[config.mk]
export PLATFORM = sky130hd
export DESIGN_NAME = pipe_fwd_scoreboard
export DESIGN_NICKNAME = d
export VERILOG_FILES = /design/src/rtl/pipe_fwd_scoreboard.sv
export SDC_FILE = /design/constraint.sdc
export NUM_CORES = 1
export LEC_CHECK = 0
export BUFFER_PORTS_ARGS = -buffer_cell sky130_fd_sc_hd__buf_2
export CORE_MARGIN = 8
export CORE_UTILIZATION = 30
export CTS_BUF_LIST = sky130_fd_sc_hd__clkbuf_4
export DETAILED_ROUTE_END_ITERATION = 7
export MAX_ROUTING_LAYER = met4
export PLACE_DENSITY = 0.6
export SLEW_MARGIN = 0
export SYNTH_ARGS = -nofsm -noshare
export SYNTH_HDL_FRONTEND = slang
export SYNTH_SLANG_ARGS = --single-unit
export TNS_END_PERCENT = 5
[constraint.sdc]
create_clock -name clk -period 2.37 [get_ports clk]
set_input_delay 0.237 -clock clk [delete_from_list [all_inputs] [get_ports clk]]
set_output_delay 0.237 -clock clk [all_outputs]
set_load 0.02 [all_outputs]
[src/rtl/pipe_fwd_scoreboard.sv]
// ID-stage hazard scoreboard: shadows dest/latency of the NFWD post-ID stages and
// derives per-operand forwarding selects, the freeze signal, issue and a stall counter.
module pipe_fwd_scoreboard #(
    parameter int AW   = 5,
    parameter int NFWD = 2,
    parameter int FW   = $clog2(NFWD+1),
    parameter int CW   = 16
) (
    input  logic          clk,
    input  logic          clr,
    input  logic          id_valid,
    input  logic          id_wreg,
    input  logic [AW-1:0] id_rn,
    input  logic [FW-1:0] id_lat,
    input  logic [AW-1:0] id_rs,
    input  logic [AW-1:0] id_rt,
    input  logic          id_use_rs,
    input  logic          id_use_rt,
    input  logic          cancel,
    input  logic          kill_e,
    output logic [FW-1:0] fwda,
    output logic [FW-1:0] fwdb,
    output logic          nostall,
    output logic          issue,
    output logic [CW-1:0] stall_cnt
);

    logic [NFWD:1]         r_v;
    logic [NFWD:1][AW-1:0] r_rn;
    logic [NFWD:1][FW-1:0] r_rdy;
    logic [CW-1:0]         r_cnt;

    logic                  w_req;
    logic                  w_hazard;
    logic [FW-1:0]         w_rdy_in;

    // One lookup per source operand; the youngest matching stage decides.
    for (genvar op = 0; op < 2; op++) begin : g_op
        logic [AW-1:0] w_src;
        logic          w_use;
        logic [FW-1:0] w_sel;
        logic          w_haz;
        logic          w_hit;

        assign w_src = (op == 0) ? id_rs : id_rt;
        assign w_use = (op == 0) ? id_use_rs : id_use_rt;

        always_comb begin
            w_sel = '0;
            w_haz = 1'b0;
            w_hit = 1'b0;
            for (int k = 1; k <= NFWD; k++) begin
                if (!w_hit && w_use && r_v[k] && !(k == 1 && kill_e) &&
                    r_rn[k] == w_src && w_src != '0) begin
                    w_hit = 1'b1;
                    if (FW'(k) >= r_rdy[k])
                        w_sel = FW'(k);
                    else
                        w_haz = 1'b1;
                end
            end
        end
    end

    assign w_req    = id_valid & ~cancel;
    assign w_hazard = g_op[0].w_haz | g_op[1].w_haz;
    assign nostall  = ~(w_req & w_hazard);
    assign issue    = w_req & nostall;
    assign fwda     = g_op[0].w_sel;
    assign fwdb     = g_op[1].w_sel;
    assign stall_cnt = r_cnt;

    // A latency of 0 is treated as forwardable from stage 1.
    assign w_rdy_in = (id_lat == '0) ? FW'(1) : id_lat;

    always_ff @(posedge clk or posedge clr) begin
        if (clr) begin
            r_v   <= '0;
            r_rn  <= '0;
            r_rdy <= '0;
        end else begin
            r_v[1]   <= issue & id_wreg & (id_rn != '0);
            r_rn[1]  <= id_rn;
            r_rdy[1] <= w_rdy_in;
            // kill_e squashes what is leaving stage 1, so stage 2 gets a bubble.
            for (int k = 2; k <= NFWD; k++) begin
                r_v[k]   <= r_v[k-1] & ~(kill_e & (k == 2));
                r_rn[k]  <= r_rn[k-1];
                r_rdy[k] <= r_rdy[k-1];
            end
        end
    end

    always_ff @(posedge clk or posedge clr) begin
        if (clr)
            r_cnt <= '0;
        else if (w_req && !nostall && r_cnt != '1)
            r_cnt <= r_cnt + 1'b1;
    end

endmodule

==> results.md <==
- The flow ran to the end, but the final reports show violations.
- The checks that failed: negative setup slack.
- After detailed routing, the number of remaining DRC violations is 0.
- The startpoint of the tightest hold check path is id_rn[1].
- The count of synthesis-stage warnings from yosys is 0.
- The final instance area is 2210 sq um.
- For this design, the sink count on the clock tree is 32.
- The number of failing hold endpoints at the final stage is 0.
- The area of all sequential standard cells is 801 sq um.
- For this configuration, the core starts out at a cell density of 0.311.
- The post-synthesis cell type count is 36.
- The proportion of synthesized chip area in sequential cells is 0.501.
- The area of combinational cells with multiple inputs is 846 sq um.
- For this run, the share of the core covered by cells in the final layout is 0.430.
- The H-tree was split into 2 levels.
- After filler insertion, the fill cell instance count of the layout stands at 507.
- The first-pass GRT wire length is 6380 um.
- The die footprint is 7920 sq um.
- The time the final worst path needs with I/O delays and setup is 2.51 ns.
- Setup slack on the critical path of the routed design comes to -0.143 ns.
- Data on the critical path is required at its endpoint by 2.13 ns.
- Traced cell by cell, the critical path runs through buf_4 > xnor2_1 > nand4_1 > or4_4 > a2bb2oi_4 > o21ai_4 > nor2_4 > buf_6.
- The placed instance count is 259.
- The chip height is 89.0 um.
- After legalization and detailed placement, the total HPWL measured 2990 um.
- The overall routing resource usage is 0.110.
- The register clock-pin slew on the reported worst setup and hold paths is 0.11 ns.
- The post-synthesis to final-layout area growth is 38.2%.
- The netlist area before placement is 1600 sq um.
- Setup repair after global routing could not meet its margin everywhere.
- The number of cells on the worst hold path is 1.
- The boundary pin count is 47.
- The post-synthesis net count is 169.
- Using the TritonRoute via totals, the vias-per-cell ratio works out to 4.64.
- By area the synthesized netlist is led by sky130_fd_sc_hd__dfrtp_1, sky130_fd_sc_hd__xnor2_1, sky130_fd_sc_hd__xor2_1.
- After global routing the overflow that remains totals 0.
- The worst setup path category is flop to output port.
- The post-route fraction of the period consumed by the critical path is 1.06.
- Data arrives at the worst endpoint at 2.28 ns.
- STA classifies the critical path endpoint as an output port.
- The via count of the first global-routing pass was 1311.
- The number of antenna cells inserted is 0.
- Timing would allow up to 398 MHz.
- The synthesis-stage register bit count is 32.
- The clock latency of the later-clocked register in the worst-skew pair is 0.34 ns.
- The clock tree root driver cell is sky130_fd_sc_hd__clkbuf_4.
- The initial antenna violation count is 0.
- Of the cells placed in the final design, the portion with a size suffix greater than 1 is 0.399.
- The core region is 5140 sq um.
- The worst register-to-register path begins at r_rn[3].
- The peak fanout along the critical path is 4.
- After the first detailed-routing iteration, the DRC count stood at 101.
- Counting every instance in the synthesized netlist gives 143.
- The longest clock path from root to sink contains 2 buffers.
- TritonCTS built the clock tree.
- Routability-driven placement finished with a final weighted congestion of 0.858.
- In this run the remaining antenna-violating nets after routing total 0.
- The relative slew slack is 0.705.
- The type of element launching the critical path is a flop.
- The worst setup slack for register-to-register paths is 0.04 ns.
- The total iterations of the first detailed-routing run is 4.
- In the final routed layout, each cell accounts on average for 14.6 um.
- On the worst path, the slowest cell contributes a delay of 0.52 ns.
- The total power of the final layout is 1.01 mW.
- The routed layout has 1314 vias.
- In the final design database the tool counted 238 nets.
- The most area-hungry cell type in the Yosys netlist is sky130_fd_sc_hd__dfrtp_1.
- The largest individual stage delay along the critical path comes from the cell sky130_fd_sc_hd__or4_4.
- Entering global routing, the biggest net connects 33 pins.
- The count of final setup violators is 3.
- The total detailed-routing wirelength is 4120 um.
- The capturing point of the worst reg2reg path is stall_cnt[1].
- The hold path endpoint is r_rn[1].
- For the worst flop-to-flop path, the logic depth is 9.
- For the pin with the worst max-slew slack, the measured transition is 0.441 ns.
- The total clock buffers created by CTS is 5.
- The horizontal die dimension is 89.0 um.
- In this run the tool buffered the top-level ports with 46 buffer cells.
- The max-cap check violation count is 0.
- The path class of the tightest hold or removal check is primary input to flop.
- After the flow finishes, the layout carries non-filler instances totaling 283.
- The max-slew violation count is 0.
- In this run the cell area measured after placement is 1920 sq um.
- The area fraction of the dominant cell type after synthesis is 0.501.
- The final worst clock skew is 0.0106 ns.
- Power spread over the standard cell area amounts to 457 nW/um^2.
- Averaged over all synthesized cells, the footprint is 11.2 sq um.
- The floorplan has 26 rows.
- The static leakage is 1.02 nW.
- The maximum resistive drop on vdd is 0.273 mV.
[timing repair]
action | CTS | global route
setup buffers | 8 | 2
gates resized for setup | 9 | 10
pin swaps | 9 | 9
endpoints found under the setup margin | 2 | 9
hold buffers | 1 | 5
hold endpoints to repair | 32 | 5
[layout make-up]
| cell class | instances | area share |
|---|---|---|
| clock buffers | 5 | 0.0170 |
| repair buffers | 64 | 0.182 |
| clock inverters | 3 | 0.0108 |
| inverters | 3 | 0.00510 |
| flip-flops and latches | 32 | 0.362 |
| multi-input cells | 106 | 0.383 |
| well taps | 70 | 0.0396 |
[layer usage]
metal / global-route usage / share of wire
met3: 0.0221 / 0.045
met1: 0.131 / 0.44
met2: 0.176 / 0.50
met4: 0.0498 / 0.016
met5: - / 0
[flip-flops by register name, indices dropped and copies added, names as in the netlist]
signal     flops
r_rdy          4
r_rn          10
r_v            2
stall_cnt     16
[synthesized netlist by cell type]
cell type / count
sky130_fd_sc_hd__dfrtp_1: 32
sky130_fd_sc_hd__xnor2_1: 27
sky130_fd_sc_hd__nand2_1: 10
sky130_fd_sc_hd__nand3_1: 9
sky130_fd_sc_hd__nand4_1: 7
sky130_fd_sc_hd__xor2_1: 7
sky130_fd_sc_hd__and3_1: 6
sky130_fd_sc_hd__nor2_1: 4
sky130_fd_sc_hd__nor3_1: 4
sky130_fd_sc_hd__inv_1: 3
sky130_fd_sc_hd__o21ai_2: 3
sky130_fd_sc_hd__a31oi_1: 2
sky130_fd_sc_hd__nand2b_1: 2
sky130_fd_sc_hd__nor2b_1: 2
sky130_fd_sc_hd__nor4_1: 2
sky130_fd_sc_hd__or3_1: 2
sky130_fd_sc_hd__or4_1: 2
sky130_fd_sc_hd__a2111oi_0: 1
sky130_fd_sc_hd__a211oi_1: 1
sky130_fd_sc_hd__a2bb2oi_2: 1
sky130_fd_sc_hd__a311o_1: 1
sky130_fd_sc_hd__and3_2: 1
sky130_fd_sc_hd__buf_6: 1
sky130_fd_sc_hd__clkbuf_1: 1
sky130_fd_sc_hd__ha_1: 1
sky130_fd_sc_hd__mux2_4: 1
sky130_fd_sc_hd__nand4b_2: 1
sky130_fd_sc_hd__nor3b_1: 1
sky130_fd_sc_hd__nor4_2: 1
sky130_fd_sc_hd__o21ai_0: 1
sky130_fd_sc_hd__o21ai_1: 1
sky130_fd_sc_hd__o22ai_2: 1
sky130_fd_sc_hd__o311a_1: 1
sky130_fd_sc_hd__or2b_1: 1
sky130_fd_sc_hd__or2b_2: 1
sky130_fd_sc_hd__or4_4: 1
[worst max-delay path, delay by kind of cell (launching register included)]
family / cells / cell delay (ns)
AOI/OAI and AO/OA: 2 / 0.28
DFF: 1 / 0.39
buffers and inverters: 2 / 0.27
xor gates and xnor gates: 1 / 0.18
and+or+nand+nor: 3 / 0.80
[cells by family (layout without fill, tap and decap cells)]
| group | count (synthesis) | in the layout | synth area share |
|---|---|---|---|
| mux | 1 | 1 | 0.00939 |
| compound gates | 13 | 13 | 0.0704 |
| simple gates | 57 | 57 | 0.209 |
| fa+ha+maj | 1 | 1 | 0.00782 |
| xor+xnor | 34 | 34 | 0.186 |
| flops | 32 | 32 | 0.501 |
| buf+inv | 5 | 75 | 0.0164 |
[stage by stage]
stage / hold WS [ns] / setup WS [ns] / TNS, ns
2_1_floorplan: 0.268 / 0.245 / 0
3_3_place_gp: 0.336 / 0.0994 / 0
3_5_place_dp: 0.335 / 0.0762 / 0
4_1_cts: 0.00182 / -0.0236 / -0.0236
5_1_grt: 0.00523 / -0.269 / -0.749
6_report: 0.0154 / -0.143 / -0.260
[cell usage in the layout, fill, tap and decap left out, drive strengths merged]
| master | instances |
|---|---|
| a2111oi | 1 |
| a211oi | 1 |
| a2bb2oi | 1 |
| a311o | 1 |
| a31oi | 2 |
| and3 | 7 |
| buf | 58 |
| clkbuf | 5 |
| clkinv | 1 |
| clkinvlp | 2 |
| dfrtp | 32 |
| dlygate4sd3 | 6 |
| ha | 1 |
| inv | 3 |
| mux2 | 1 |
| nand2 | 10 |
| nand2b | 2 |
| nand3 | 9 |
| nand4 | 7 |
| nand4b | 1 |
| nor2 | 4 |
| nor2b | 2 |
| nor3 | 4 |
| nor3b | 1 |
| nor4 | 3 |
| o21ai | 5 |
| o22ai | 1 |
| o311a | 1 |
| or2b | 2 |
| or3 | 2 |
| or4 | 3 |
| xnor2 | 27 |
| xor2 | 7 |
[worst max path at each step]
stage / to / depth (start not counted) / start / slack (ns)
floorplan: r_v[1] / 7 / r_rn[1] / 0.25
global placement: issue / 7 / r_rn[0] / 0.1
detailed placement: issue / 7 / r_rn[4] / 0.08
CTS: issue / 7 / r_rn[4] / -0.02
global route: issue / 8 / r_rn[3] / -0.27
finish: issue / 8 / r_rn[3] / -0.14
[power by group]
| part | total (mW) | switching, mW | internal, mW |
|---|---|---|---|
| Combinational | 0.124 | 0.0615 | 0.0625 |
| Clock | 0.316 | 0.199 | 0.117 |
| Sequential | 0.571 | 0.0114 | 0.559 |
| Total | 1.01 | 0.272 | 0.739 |
Note: power is estimated with default switching activity, not from simulation.
